--- config.mk ---
export PLATFORM = sky130hd
export DESIGN_NAME = and_vec_seq
export DESIGN_NICKNAME = d
export VERILOG_FILES = /design/src/rtl/and_vec_pkg.sv /design/src/rtl/and_vec_gap_timer.sv /design/src/rtl/and_vec_seq.sv
export SDC_FILE = /design/constraint.sdc
export NUM_CORES = 1
export LEC_CHECK = 0
export CELL_PAD_IN_SITES_DETAIL_PLACEMENT = 0
export CELL_PAD_IN_SITES_GLOBAL_PLACEMENT = 2
export CORE_UTILIZATION = 29
export DETAILED_ROUTE_END_ITERATION = 10
export PLACE_DENSITY_LB_ADDON = 0.1
export SLEW_MARGIN = 20
export SYNTH_ARGS = -nofsm -noshare
export SYNTH_HDL_FRONTEND = slang
export SYNTH_SLANG_ARGS = --single-unit
--- constraint.sdc ---
create_clock -name clk -period 4.1 [get_ports clk]
set_input_delay 0.82 -clock clk [delete_from_list [all_inputs] [get_ports clk]]
set_output_delay 0.82 -clock clk [all_outputs]
set_load 0.05 [all_outputs]
--- src/rtl/and_vec_pkg.sv ---
// Shared types and helpers for the AND-datapath vector sequencer.
package and_vec_pkg;

  typedef enum logic [1:0] {IDLE, RUN, GAP, DONE} and_vec_state_t;

  localparam int unsigned ERR_W = 16;

  // Number of {a,b} vectors in one full sweep.
  function automatic int unsigned vec_total(input int unsigned width);
    return 32'd1 << (2 * width);
  endfunction

endpackage

--- src/rtl/and_vec_gap_timer.sv ---
// Idle-gap down-counter: loaded on each transfer, counts down while in GAP,
// and flags expiry on the last idle cycle. Only built when GAP > 0.
module and_vec_gap_timer #(
  parameter int unsigned GAP = 1
) (
  input  logic clk,
  input  logic rst_n,
  input  logic load_i,
  input  logic en_i,
  output logic expired_o
);

  localparam int unsigned CW = $clog2(GAP + 1);
  // Loading GAP-1 makes the count reach zero on the GAP-th idle cycle.
  localparam logic [CW-1:0] LOAD_VAL = CW'(GAP - 1);

  logic [CW-1:0] cnt_q, cnt_d;

  always_comb begin
    cnt_d = cnt_q;
    if (load_i)
      cnt_d = LOAD_VAL;
    else if (en_i && (cnt_q != '0))
      cnt_d = cnt_q - CW'(1);
  end

  always_ff @(posedge clk or negedge rst_n) begin
    if (!rst_n) cnt_q <= '0;
    else        cnt_q <= cnt_d;
  end

  assign expired_o = (cnt_q == '0);

endmodule

--- src/rtl/and_vec_seq.sv ---
// Exhaustive {a,b} vector sequencer over a valid/ready handshake.
// Optional result checker enabled by defining AND_VEC_CHECK_EN.
module and_vec_seq
  import and_vec_pkg::*;
#(
  parameter int unsigned WIDTH = 1,
  parameter int unsigned GAP   = 0
) (
  input  logic               clk,
  input  logic               rst_n,
  input  logic               start_i,
  input  logic               abort_i,
  input  logic               ready_i,
  output logic               valid_o,
  output logic [WIDTH-1:0]   a_o,
  output logic [WIDTH-1:0]   b_o,
  output logic               busy_o,
  output logic               done_o,
  output logic [2*WIDTH:0]   vec_cnt_o
`ifdef AND_VEC_CHECK_EN
  ,
  input  logic [WIDTH-1:0]   res_i,
  output logic [ERR_W-1:0]   err_cnt_o
`endif
);

  localparam int unsigned IW = 2 * WIDTH;
  localparam int unsigned CW = IW + 1;

  and_vec_state_t state_q, state_d;
  logic [IW-1:0]  idx_q, idx_d;
  logic [CW-1:0]  vec_cnt_q, vec_cnt_d;
  logic           done_q, done_d;
  logic           start_ok, xfer, last_vec, in_gap, gap_expired;

  // Abort outranks both a pending transfer and a new start.
  assign start_ok = start_i && !abort_i && ((state_q == IDLE) || (state_q == DONE));
  assign xfer     = (state_q == RUN) && ready_i && !abort_i;
  assign last_vec = (idx_q == '1);
  assign in_gap   = (state_q == and_vec_pkg::GAP);

  // NOTE: non-blocking in always_ff so every flop samples pre-edge values.
  always_ff @(posedge clk or negedge rst_n) begin
    if (!rst_n) state_q <= IDLE;
    else        state_q <= state_d;
  end

  // NOTE: defaults first so no path leaves a variable unassigned (no latch).
  always_comb begin
    state_d = state_q;
    if (abort_i) begin
      state_d = IDLE;
    end else begin
      unique case (state_q)
        IDLE, DONE: if (start_i) state_d = RUN;
        RUN: begin
          if (xfer) begin
            if (last_vec)     state_d = DONE;
            else if (GAP > 0) state_d = and_vec_pkg::GAP;
            else              state_d = RUN;
          end
        end
        and_vec_pkg::GAP: if (gap_expired) state_d = RUN;
        default:          state_d = IDLE;
      endcase
    end
  end

  always_comb begin
    valid_o = (state_q == RUN);
    busy_o  = (state_q == RUN) || in_gap;
  end

  always_comb begin
    idx_d     = idx_q;
    vec_cnt_d = vec_cnt_q;
    done_d    = done_q;
    if (abort_i) begin
      done_d = 1'b0;
    end else if (start_ok) begin
      idx_d     = '0;
      vec_cnt_d = '0;
      done_d    = 1'b0;
    end else if (xfer) begin
      vec_cnt_d = vec_cnt_q + CW'(1);
      if (last_vec) done_d = 1'b1;
      else          idx_d  = idx_q + IW'(1);
    end
  end

  always_ff @(posedge clk or negedge rst_n) begin
    if (!rst_n) begin
      idx_q     <= '0;
      vec_cnt_q <= '0;
      done_q    <= 1'b0;
    end else begin
      idx_q     <= idx_d;
      vec_cnt_q <= vec_cnt_d;
      done_q    <= done_d;
    end
  end

  assign {a_o, b_o} = idx_q;
  assign done_o     = done_q;
  assign vec_cnt_o  = vec_cnt_q;

  generate
    if (GAP > 0) begin : g_gap
      and_vec_gap_timer #(.GAP(GAP)) u_gap_timer (
        .clk       (clk),
        .rst_n     (rst_n),
        .load_i    (xfer),
        .en_i      (in_gap),
        .expired_o (gap_expired)
      );
    end else begin : g_no_gap
      assign gap_expired = 1'b1;
    end
  endgenerate

`ifdef AND_VEC_CHECK_EN
  logic [ERR_W-1:0] err_cnt_q, err_cnt_d;

  // The AND stage is combinational, so its result is valid in the transfer cycle.
  always_comb begin
    err_cnt_d = err_cnt_q;
    if (start_ok)
      err_cnt_d = '0;
    else if (xfer && (res_i != (a_o & b_o)) && (err_cnt_q != '1))
      err_cnt_d = err_cnt_q + ERR_W'(1);
  end

  always_ff @(posedge clk or negedge rst_n) begin
    if (!rst_n) err_cnt_q <= '0;
    else        err_cnt_q <= err_cnt_d;
  end

  assign err_cnt_o = err_cnt_q;
`endif

endmodule
; ---- Yosys cells after proc, flatten, opt, wreduce, memory -nomap -nowiden
; Index checks and enable logic that the tools add are counted.
[word_totals]
word_cells = 44
register_bits = 8
[op_classes]
muxes = 14
add_sub_neg = 2
n_bitwise = 1
eq_ne = 7
reduce_logical = 16
[ops]
columns = operator, count
row1 = 2-bit two-way mux, 7
row2 = 2-bit == test (second input constant), 3
row3 = 3-bit two-way mux, 2
row4 = 2-bit case mux with 3 select lines, 1
row5 = 2-bit AND reduction, 3
row6 = 3-bit nonzero test, 2
row7 = 1-bit logical AND, 4
row8 = 1-bit two-way mux, 4
row9 = 3-bit by 1-bit adder with 3-bit output (second input constant), 1
row10 = 3-bit by 2-bit inequality test with 1-bit output (second input constant), 1
row11 = 3-bit inequality test (second input constant), 1
row12 = 3-bit AND reduction, 1
row13 = 2-bit by 1-bit adder with 2-bit output (second input constant), 1
row14 = 2-bit by 1-bit == test with 1-bit output (second input constant), 1
row15 = 2-bit logical NOT, 1
row16 = 1-bit logical OR, 2
row17 = 2-bit inequality test (second input constant), 1
row18 = 2-bit nonzero test, 1
row19 = 2-bit OR reduction, 1
row20 = 1-bit logical NOT, 1
row21 = 1-bit NOT, 1

; ---- Depth between registers and ports, before layout
[depth]
ltp_word = 6
mapped_depth = 5
ltp_nobuf = 5

; ---- Worst setup path after synthesis
; OpenSTA, ideal clock, no wires.
[synth_path]
path_type = register -> output
start = register state_q[0]
end = output busy_o
setup_slack_ns = 2.281
n_path_buf = 0
t_required_ns = 3.280
stages_incl_launch_ff = 3
arrival_ns = 0.999
cell_sequence = dfrtp_1 > ha_1 > inv_1
[synth_via]
elab_chain_len = 2
word_cells_on_any_way = 3
classes_between = 2 x eq/ne / 1 x reduce/logical
[synth_lines]
columns = item, line
row1 = "start, declared", and_vec_seq.sv:30  ; and_vec_state_t state_q, state_d;
row2 = "start signal, assigned", and_vec_seq.sv:45  ; else state_q <= state_d;
row3 = 2-bit by 1-bit == test with 1-bit output / 2-bit == test (equally long branches), "and_vec_seq.sv:71, and_vec_seq.sv:40"
row4 = 1-bit logical OR *, and_vec_seq.sv:71  ; busy_o = (state_q == RUN) || in_gap;
row5 = "end, declared", and_vec_seq.sv:17  ; output logic busy_o,
; Every way passes the cells marked *; elsewhere a longest branch is shown, timed or not.

; ---- Final worst setup path
[layout_path]
start = register state_q[1]
end = output valid_o
[layout_via]
elab_chain_len = 1
[layout_lines]
columns = item, line
row1 = 2-bit by 1-bit == test with 1-bit output, and_vec_seq.sv:70  ; valid_o = (state_q == RUN);
row2 = "end, declared", and_vec_seq.sv:14  ; output logic valid_o,
; Every way passes these cells.

==> load_flow_metrics.sql <==
INSERT INTO impl_metrics (metric_group, metric, value, unit) VALUES
('floorplanning', 'die_width', '40.8', 'µm'),
('synth', 'count_of_flip_flops_with_a_built_in_enable_after_synthesis', '0', ''),
('timing', 'timing.final.crit_share', '65.9', '%'),
('placement', 'placed_cell_area', '576', 'µm²'),
('timing', 'layout_setup_ws', '1.40', 'ns'),
('timing', 'timing_hold_violations_final', '0', ''),
('power_and_ir_drop', 'seq_power_share', '36.8', '%'),
('worst_setup_path', 'crit_path_end_kind', 'output pin', ''),
('clock_tree', 'cts.path.max_buffers', '2', ''),
('synth', 'syn-cell-area', '437', 'µm²'),
('worst_setup_path', 'crit_arrival', '1.88', 'ns'),
('worst_setup_path', 'reg2reg_slack', '2.47', 'ns'),
('timing', 'max_clk_rate', '0.370', 'GHz'),
('global_route', 'grt_remaining_overflow', '0', ''),
('finish', 'diodes', '0', ''),
('route', 'detail_route.wl_per_cell', '12.6', 'µm'),
('global_route', 'first_global_vias', '346', ''),
('finish', 'layout_common_cells', '12 x clkdlybuf4s50_1, 8 x dfrtp_1, 5 x nor2_1, 4 x ha_1', ''),
('synth', 'synth_cell_types', '21', ''),
('clock_tree', 'cts.htree.levels', '1', ''),
('timing', 'finalCriticalPeriod', '2.70', 'ns'),
('global_route', 'grt_antenna_before_repair', '0', ''),
('clock_tree', 'cts.clk_slew.worst_paths', '0.05', 'ns'),
('synth', 'asyncSetResetFlopFracSynth', '100', '%'),
('synth', 'yosys_warnings', '0', ''),
('floorplanning', 'coreArea', '1350', 'µm²'),
('clock_tree', 'root_buffer', 'clkbuf_4', ''),
('run', 'count_of_max_cap_constraint_violations', '0', ''),
('worst_setup_path', 'criticalPathCategory', 'reg -> out', ''),
('clock_tree', 'tritoncts', 'built', ''),
('clock_tree', 'post_cts_resized', '0', ''),
('synth', 'yosysTopAreaCell', 'dfrtp_1', ''),
('route', 'dr_total_vias', '359', ''),
('global_route', 'grt_start_max_net_pins', '9', ''),
('floorplanning', 'start_util', '32.3', '%'),
('timing', 'fin_tns_setup', '0', 'ns'),
('finish', 'num-nets-final', '65', ''),
('global_route', 'groute.usage.overall', '14.6', '%'),
('clock_tree', 'post_cts_hold_buffer_count', '0', ''),
('power_and_ir_drop', 'switching_share', '39.8', '%'),
('route', 'detailedRoute.firstIterationViolations', '2', ''),
('finish', 'layout.filler_cells', '136', ''),
('worst_setup_path', 'timing.critical_path.from_type', 'flip-flop', ''),
('route', 'drcViolationCount', '0', ''),
('floorplanning', 'io_pins', '13', ''),
('route', 'first_pass_iters', '2', ''),
('global_route', 'wire_length_of_the_first_global_routing_pass', '1510', 'µm'),
('synth', 'post_synth.cell_area_avg', '11.2', 'µm²'),
('finish', 'layout.cells.most_common', 'clkdlybuf4s50_1', ''),
('clock_tree', 'numClockSinks', '8', ''),
('floorplanning', 'floorplan.die.height', '40.8', 'µm'),
('synth', 'netlist_instances', '39', ''),
('floorplanning', 'floorplan.rows', '13', ''),
('timing', 'rsz_0062_raised_after_global_routing', 'false', ''),
('worst_setup_path', 'crit_required', '3.28', 'ns'),
('power_and_ir_drop', 'internal_power', '169', 'µW'),
('route', 'detail-route-antenna-nets', '0', ''),
('timing', 'worstMarginPinSlew', '0.741', 'ns'),
('run_status', 'status', 'finished clean', ''),
('placement', 'dp_worst_setup_slack', '1.66', 'ns'),
('finish', 'layout-drive-gt1-share', '13.0', '%'),
('hold_path', 'timing.hold.worst.class', 'reg -> reg', ''),
('timing', 'total_setup_violations_reported_at_the_end_of_the_flow', '0', ''),
('placement', 'portBuffers', '12', ''),
('timing', 'relative_slew_slack', '50.5', '%'),
('timing', 'hold_ws', '0.542', 'ns'),
('route', 'drt-vias-per-instance', '5.20', ''),
('finish', 'synthToLayoutAreaGrowth', '37.0', '%'),
('timing', 'final_max_slew_viol_count', '0', ''),
('clock_tree', 'tritoncts.num_buffers', '3', ''),
('synth', 'post_synth_main_area_contributors', 'dfrtp_1 46%, ha_1 11%, nor2_1 4.3%', '');
cell usage after synthesis (all sizes together), types with 2 or more instances:
cell type,n
a21oi,2
dfrtp,8
ha,4
inv,3
nor2,5
xor2,2
critical path, stage by stage (launching register included):
cell             delay, ns
dfrtp_1               0.37
inv_1                 0.10
ha_1                  0.31
clkdlybuf4s50_1       0.85
power groups by stage:
| stage | combinational [mW] | clock (mW) | sequential, mW |
|---|---|---|---|
| 2_1_floorplan | 0.0372 | 0 | 0.146 |
| 3_3_place_gp | 0.119 | 0 | 0.103 |
| 3_5_place_dp | 0.122 | 0 | 0.105 |
| 4_1_cts | 0.122 | 0.0614 | 0.104 |
| 5_1_grt | 0.129 | 0.0676 | 0.106 |
| 6_report | 0.120 | 0.0576 | 0.104 |
layout make-up:
| type | instances | area (µm²) | share of cell area, % |
|---|---|---|---|
| Tap cell | 15 | 18.8 | 3.14 |
| Multi-Input combinational cell | 28 | 225 | 37.7 |
| Inverter | 3 | 11.3 | 1.88 |
| Sequential cell | 8 | 200 | 33.5 |
| Timing Repair Buffer | 12 | 120 | 20.1 |
| Clock buffer | 3 | 22.5 | 3.77 |
path summary, 6_finish.rpt:
path | startpoint | end | cells after the start
worst max-delay path | state_q[1]$_DFFE_PN0P_ | valid_o | 3
worst min-delay path | vec_cnt_o[2]$_DFFE_PN0P_ | vec_cnt_o[2]$_DFFE_PN0P_ | 2
worst max register to register | state_q[1]$_DFFE_PN0P_ | idx_q[1]$_DFFE_PN0P_ | 5
worst min register to register | vec_cnt_o[2]$_DFFE_PN0P_ | vec_cnt_o[2]$_DFFE_PN0P_ | 2
max in group asynchronous | rst_n | vec_cnt_o[0]$_DFFE_PN0P_ | 1
min in group asynchronous | rst_n | done_o$_DFFE_PN0P_ | 1
logic make-up after synthesis:
| logic type | share of synthesized area [%] |
|---|---|
| AND/OR/NAND/NOR | 17.2 |
| flip-flops | 45.8 |
| buffers and inverters | 2.58 |
| adder cells (fa/ha/maj) | 11.5 |
| XOR/XNOR | 6.02 |
| multiplexers | 2.29 |
| AO/OA/AOI/OAI | 14.6 |
per-stage QoR:
| step | utilization [%] | total power, mW | std cells |
|---|---|---|---|
| global placement | 42.6 | 0.222 | 66 |
| global route | 44.3 | 0.303 | 69 |
| CTS | 44.3 | 0.287 | 69 |
| floorplan | - | 0.183 | 39 |
| detailed placement | 42.6 | 0.227 | 66 |
| finish | 44.3 | 0.281 | 69 |
per-layer routing:
layer | part of all wire (%) | vias to the layer above | routed length [µm] | global-route usage, %
li1 | - | 170 | - | -
met1 | 43 | 181 | 375 | 16.1
met2 | 51 | 8 | 446 | 23.4
met3 | 5.5 | 0 | 48 | 8.15
met4 | 0 | 0 | 0 | 5.00
met5 | 0 | - | 0 | 0
sequential cells by signal, summed over array words and instances (netlist names):
register,count
done_o,1
state_q,2
idx_q,2
vec_cnt_o,3
(Power assumes the default switching activity.)
